--- src/rtl/playfield_writer_if.sv ---
// Lock handshake between the game-logic FSM (master) and the playfield writer (slave).
interface playfield_writer_if;
  logic        lock_valid;
  logic        lock_ready;
  logic [3:0]  piece_x;
  logic [4:0]  piece_y;
  logic [15:0] piece_mask;

  modport master (output lock_valid, piece_x, piece_y, piece_mask, input lock_ready);
  modport slave  (input lock_valid, piece_x, piece_y, piece_mask, output lock_ready);
endinterface

--- src/rtl/playfield_writer.sv ---
// Tetris playfield store: merges locked pieces, collapses full rows bottom-up,
// reports lines cleared and exposes the board image to the color mapper.
module playfield_writer #(
  parameter int ROWS = 22,
  parameter int COLS = 12
) (
  input  logic                       Clk,
  input  logic                       Reset_n,
  input  logic                       clear_board,
  playfield_writer_if.slave          lk,
  output logic [ROWS-1:0][COLS-1:0]  row_contents,
  output logic                       busy,
  output logic                       done,
  output logic [2:0]                 lines_cleared,
  output logic                       top_out
);

  localparam int PW = $clog2(ROWS);
  localparam int CW = $clog2(COLS);

  typedef enum logic [1:0] {IDLE, SCAN, SHIFT, DONE} state_t;

  state_t                     state_q;
  logic [ROWS-1:0][COLS-1:0]  board_q, merged_d;
  logic [PW-1:0]              ptr_q, dst_q;
  logic [2:0]                 count_q, lines_q;
  logic                       done_q, top_q;
  logic                       accept;
  logic [5:0]                 ry;
  logic [4:0]                 cx;

  assign lk.lock_ready  = (state_q == IDLE) & ~clear_board;
  assign accept         = lk.lock_valid & lk.lock_ready;
  assign row_contents   = board_q;
  assign busy           = (state_q != IDLE);
  assign done           = done_q;
  assign lines_cleared  = lines_q;
  assign top_out        = top_q;

  // OR the 4x4 mask into the board; cells falling past the right or bottom edge are dropped, never wrapped.
  always_comb begin
    merged_d = board_q;
    ry       = '0;
    cx       = '0;
    for (int r = 0; r < 4; r++) begin
      for (int c = 0; c < 4; c++) begin
        ry = {1'b0, lk.piece_y} + 6'(r);
        cx = {1'b0, lk.piece_x} + 5'(c);
        if (lk.piece_mask[4*r+c] && (ry < 6'(ROWS)) && (cx < 5'(COLS)))
          merged_d[ry[PW-1:0]][cx[CW-1:0]] = 1'b1;
      end
    end
  end

  // Lock/scan/shift FSM; board, counters and status outputs are all registered here.
  always_ff @(posedge Clk or negedge Reset_n) begin
    if (!Reset_n) begin
      state_q <= IDLE;
      board_q <= '0;
      ptr_q   <= '0;
      dst_q   <= '0;
      count_q <= '0;
      lines_q <= '0;
      done_q  <= 1'b0;
      top_q   <= 1'b0;
    end else begin
      done_q <= 1'b0;
      top_q  <= (|board_q[0]) | (|board_q[1]);
      if (clear_board) begin
        // Wipe wins over everything; lines_cleared deliberately keeps the last report.
        board_q <= '0;
        state_q <= IDLE;
        count_q <= '0;
      end else begin
        case (state_q)
          IDLE: begin
            if (accept) begin
              board_q <= merged_d;
              ptr_q   <= PW'(ROWS - 1);
              count_q <= '0;
              state_q <= SCAN;
            end
          end
          SCAN: begin
            if (board_q[ptr_q] == {COLS{1'b1}}) begin
              dst_q   <= ptr_q;
              state_q <= SHIFT;
            end else if (ptr_q == '0) begin
              // done is high for exactly the single DONE cycle
              done_q  <= 1'b1;
              lines_q <= count_q;
              state_q <= DONE;
            end else begin
              ptr_q <= ptr_q - PW'(1);
            end
          end
          SHIFT: begin
            if (dst_q == '0) begin
              // ptr is left alone so the row that just dropped into it gets rechecked
              board_q[0] <= '0;
              count_q    <= count_q + 3'd1;
              state_q    <= SCAN;
            end else begin
              board_q[dst_q] <= board_q[dst_q - PW'(1)];
              dst_q          <= dst_q - PW'(1);
            end
          end
          DONE:    state_q <= IDLE;
          default: state_q <= IDLE;
        endcase
      end
    end
  end

endmodule

--- src/flat_wrapper.sv ---
// flat-port wrapper written by rule: the top's interface ports become plain ports
module playfield_writer_flat 
#(
  parameter int ROWS = 22,
  parameter int COLS = 12
)
  (Clk, Reset_n, clear_board, row_contents, busy, done, lines_cleared, top_out, lk_lock_valid, lk_piece_x, lk_piece_y, lk_piece_mask, lk_lock_ready);
  playfield_writer_if lk_i ();
  input  logic Clk;
  input  logic Reset_n;
  input  logic clear_board;
  output logic [ROWS-1:0][COLS-1:0] row_contents;
  output logic busy;
  output logic done;
  output logic [2:0] lines_cleared;
  output logic top_out;
  input wire logic [$bits(lk_i.lock_valid)-1:0] lk_lock_valid;
  input wire logic [$bits(lk_i.piece_x)-1:0] lk_piece_x;
  input wire logic [$bits(lk_i.piece_y)-1:0] lk_piece_y;
  input wire logic [$bits(lk_i.piece_mask)-1:0] lk_piece_mask;
  output wire logic [$bits(lk_i.lock_ready)-1:0] lk_lock_ready;
  assign lk_i.lock_valid = lk_lock_valid;
  assign lk_i.piece_x = lk_piece_x;
  assign lk_i.piece_y = lk_piece_y;
  assign lk_i.piece_mask = lk_piece_mask;
  assign lk_lock_ready = lk_i.lock_ready;
  playfield_writer #(.ROWS(ROWS), .COLS(COLS)) u_core (.Clk(Clk), .Reset_n(Reset_n), .clear_board(clear_board), .lk(lk_i), .row_contents(row_contents), .busy(busy), .done(done), .lines_cleared(lines_cleared), .top_out(top_out));
endmodule
--- config.mk ---
export PLATFORM = sky130hd
export DESIGN_NAME = playfield_writer_flat
export DESIGN_NICKNAME = d
export VERILOG_FILES = /design/src/rtl/playfield_writer_if.sv /design/src/rtl/playfield_writer.sv /design/src/flat_wrapper.sv
export SDC_FILE = /design/constraint.sdc
export NUM_CORES = 2
export LEC_CHECK = 0
export CORE_AREA = 8 8 345 347
export DETAILED_ROUTE_END_ITERATION = 10
export DIE_AREA = 0 0 353 355
export GPL_TIMING_DRIVEN = 0
export PLACE_DENSITY_LB_ADDON = 0.08
export REMOVE_ABC_BUFFERS = 1
export SYNTH_ARGS = -nofsm -noshare
export SYNTH_HDL_FRONTEND = slang
export SYNTH_SLANG_ARGS = --single-unit
--- constraint.sdc ---
create_clock -name Clk -period 7.6 [get_ports Clk]
set_input_delay 1.52 -clock Clk [delete_from_list [all_inputs] [get_ports Clk]]
set_output_delay 1.52 -clock Clk [all_outputs]
set_load 0.05 [all_outputs]
==> impl_summary.log <==
[metrics] Starting DRT DRC Count: 6,229
[metrics] Synth Area per Inst: 7.828 sq um
[metrics] DRC Markers: 0
[metrics] final number of hold-violating endpoints: 0
[metrics] antenna violations before repair: 27
[metrics] min-delay worst type: flop to flop
[metrics] routability-driven placement congestion ratio: 0.9967
[metrics] first drt pass iteration count: 8
[metrics] synthesized instance count: 3,602
[metrics] share of final-layout standard cells stronger than drive strength 1: 12.01%
[metrics] maximum number of buffers from clock root to sink: 3
[metrics] total number of clock tree sinks: 284
[metrics] clock slew seen by the registers of the worst setup and hold paths: 60 ps
[metrics] Leak Pwr: 11.87 nW
[metrics] area of the mapped netlist: 0.02820 sq mm
[metrics] Inserted Clock Buffers: 44
[metrics] routed length per instance: 46.41 um
[metrics] gr usage total: 36.65%
[metrics] result of the run: finished with violations
[metrics] shortest period the worst path allows: 7679 ps
[metrics] relative contribution of the clock network to total power: 21.5%
[metrics] proportion of netlist area held by the largest area contributor: 25.21%
[metrics] crit share post-route: 101.0%
[metrics] H-Tree Depth: 2
[metrics] largest net degree at the start of global routing: 95
[metrics] Core Box Area: 0.1136 sq mm
[metrics] power per cell area: 303.0 mW/mm^2
[metrics] worst hold path endpoint: u_core.count_q[2]
[metrics] fraction of registers with async set/reset: 100.0%
[metrics] setup slack, reg-to-reg: 1230 ps
[metrics] origin of the worst min-delay path: u_core.count_q[2]
[metrics] Congestion Overflow GR: 0
[metrics] flip-flop cell with the highest count after synthesis: dfrtp_1
[metrics] Global Route met3 Usage: 13.72%
[metrics] Worst-Skew Late Latency: 670 ps
[metrics] final-report max-slew violation count: 94
[metrics] maximum net fanout on the critical path: 24
[metrics] Global Route met2 Usage: 51.77%
[metrics] failing checks: max-capacitance violations, max-slew violations, negative setup slack
[metrics] count of buffers added by post-CTS timing repair for setup: 0
[metrics] CP Launch Type: primary input
[metrics] cell internal pwr: 5.041 mW
[metrics] Yosys top cell by area: dfrtp_1
[metrics] global-route wire length before repair: 325.6 mm
[metrics] initial core utilization: 24.83%
[metrics] leading cell types in the layout, fill and taps excluded: nor2_1, clkdlybuf4s50_1, dfrtp_1, nand2_1, o221ai_1
[metrics] detailed-placement wirelength estimate: 176.2 mm
[metrics] Row Count: 124
[metrics] number of nets in the layout: 3,746
[metrics] clock tree from TritonCTS: done
[metrics] wire length reported by the detailed router: 244.0 mm
[metrics] timing-limited maximum frequency: 0.1302 GHz
[metrics] width of the die: 353 um
[metrics] synth top area cells: dfrtp_1, o221ai_1, nor2_1
[metrics] critical path required time: 8100 ps
[metrics] layout-stage area growth over the synthesis result: 27.82%
[metrics] final setup margin: -79.33 ps
[metrics] area of the die: 0.1253 sq mm
[metrics] Buffers on Ports: 299
[metrics] startpoint of the lowest-slack register-to-register path: u_core.dst_q[0]
[metrics] vertical extent of the die: 355 um
[metrics] final total negative setup slack: -281.0 ps
[metrics] Cell variety after synth: 108
[metrics] post_cts resized: 0
[metrics] Final setup violation count: 7
[metrics] met1 track demand over resource in global routing: 47.08%
[metrics] fraction of power consumed by combinational cells: 56.3%
[metrics] slew of the pin with the lowest slew margin: 1590 ps
[metrics] Worst IR Drop VDD: 0.2991 mV
[metrics] Arr. time, crit path: 8180 ps
[metrics] destination of the worst register-to-register timing path: u_core.row_contents[226]
[metrics] proportion of total power due to net switching: 53.84%
[metrics] Worst Hold Margin: 482.9 ps
[metrics] part of the total power dissipated in sequential elements: 22.3%
[metrics] via total after detailed routing: 38,110
[metrics] number of synthesized flops with an enable pin: 0
[metrics] share of the yosys chip area belonging to registers: 25.21%
[metrics] CP Class: primary input to flop
[metrics] #FFs+latches synth: 284
[metrics] most common library cell in the layout ignoring fill and taps: nor2_1
[metrics] end-of-flow core utilization: 31.73%
[metrics] cell with the biggest individual delay on the critical path: nor2_2
[metrics] launching instance or port of the critical path: lk_piece_y[1]
[metrics] worst hold path depth: 1
[metrics] vias per inst: 7.247
[metrics] vias in the first global route: 35,330
[metrics] critical path, cell by cell: clkdlybuf4s50_1 -> ha_2 -> and2_1 -> o21a_1 -> o221ai_1 -> nor2_2 -> a21oi_1 -> nand2_2 -> a221oi_1 -> a2111oi_0
[metrics] clk_skew: 36.05 ps
[metrics] RSZ-0062 raised after global routing: no
[metrics] CP endpoint kind: flop
[metrics] stage delay of the slowest cell on the critical path: 1120 ps
[metrics] buffer type at the clock tree root: clkbuf_16
[metrics] number of routed nets with antenna violations: 0
[metrics] Net Switching: 5.879 mW
[metrics] relative slew slack: -6.218%
[metrics] CTS hold repair buffers: 0
[metrics] Top-Level Pins: 300
[metrics] Yosys warning count: 0
[metrics] path depth of the worst reg2reg path: 10
[metrics] number of max-capacitance violations reported: 9
[metrics] layer with the highest usage after global routing: met2
## metrics by stage
stage	total power, mW	instances	instance area (sq um)	setup WS [ps]
after floorplan	5.358	3225	26490	-6196
after global placement	8.092	5036	31370	-24460
after detailed placement	8.300	5160	34410	-383.2
after CTS	10.64	5240	35970	286.8
after global routing	11.06	5243	36000	8.749
final	10.92	5258	36040	-79.33
## per-layer routing
metal / routed length [um] / vias to the layer above
met5: 128 / -
met4: 18330 / 18
met3: 32390 / 876
met2: 98480 / 3428
met1: 94690 / 19280
li1: - / 14510
## worst max-delay path, delay by kind of cell
family                     cells  cell delay (ps)
AOI/OAI and AO/OA              5             1900
and+or+nand+nor                3             2920
adders and majority gates      1              940
buffers and inverters          1              830
## worst max-delay path by stage
stage                                     endpoint  depth (start not counted)
final                      u_core.row_contents[55]                         10
after global routing       u_core.row_contents[55]                         10
after CTS                  u_core.row_contents[55]                         10
after detailed placement   u_core.row_contents[55]                         10
after global placement    u_core.row_contents[226]                          8
after floorplan           u_core.row_contents[141]                          8
## power groups by stage
stage,Combinational (mW),Clock [mW],Sequential [mW]
6_report,6.15,2.34,2.43
5_1_grt,6.23,2.40,2.42
4_1_cts,5.90,2.35,2.39
3_5_place_dp,5.89,0,2.41
3_3_place_gp,5.57,0,2.52
2_1_floorplan,2.61,0,2.75
## synth_stat cells (all sizes together), types with 14 or more instances
library cell / instances
nor2b: 31
dfrtp: 284
mux4: 77
a211oi: 55
o221ai: 238
o211ai: 25
nand3: 90
ha: 21
a311oi: 19
nand4: 48
a22oi: 32
a2111oi: 70
nor3: 148
a31oi: 30
o22ai: 197
and2: 53
nand2: 288
a221o: 18
nor4: 39
buf: 149
a221oi: 170
a32o: 20
clkbuf: 228
o21ai: 233
a21oi: 196
and3: 15
or3: 14
nand2b: 27
nor2: 535
inv: 45
mux2i: 53
## cells by family (layout without fill, tap and decap cells)
| kind of cell | Yosys count | in the layout | synth area share (%) |
|---|---|---|---|
| adders and majority gates | 21 | 21 | 0.9319 |
| DFF | 284 | 284 | 25.21 |
| xor gates and xnor gates | 13 | 13 | 0.4038 |
| buffers and inverters | 425 | 553 | 6.701 |
| and+or+nand+nor | 1323 | 1323 | 21.64 |
| AOI/OAI and AO/OA | 1398 | 1398 | 36.71 |
| muxes | 138 | 138 | 8.409 |
| other | 0 | 16 | 0 |
## layout make-up
class                           instances  area [sq um]
Antenna cell                           16         40.04
Clock buffer                           60          1251
Clock inverter                         20         312.8
Fill cell                           12130         77530
Inverter                               48         185.2
Multi-Input combinational cell       2893         19890
Sequential cell                       284          7114
Tap cell                             1512          1892
Timing Repair Buffer                  425          5359
## sequential cells by signal (all words and copies together) (netlist names)
signal,cells
u_core.count_q,3
u_core.done,1
u_core.dst_q,5
u_core.lines_cleared,3
u_core.ptr_q,5
u_core.row_contents,264
u_core.state_q,2
u_core.top_out,1
(Power assumes the default switching activity.)
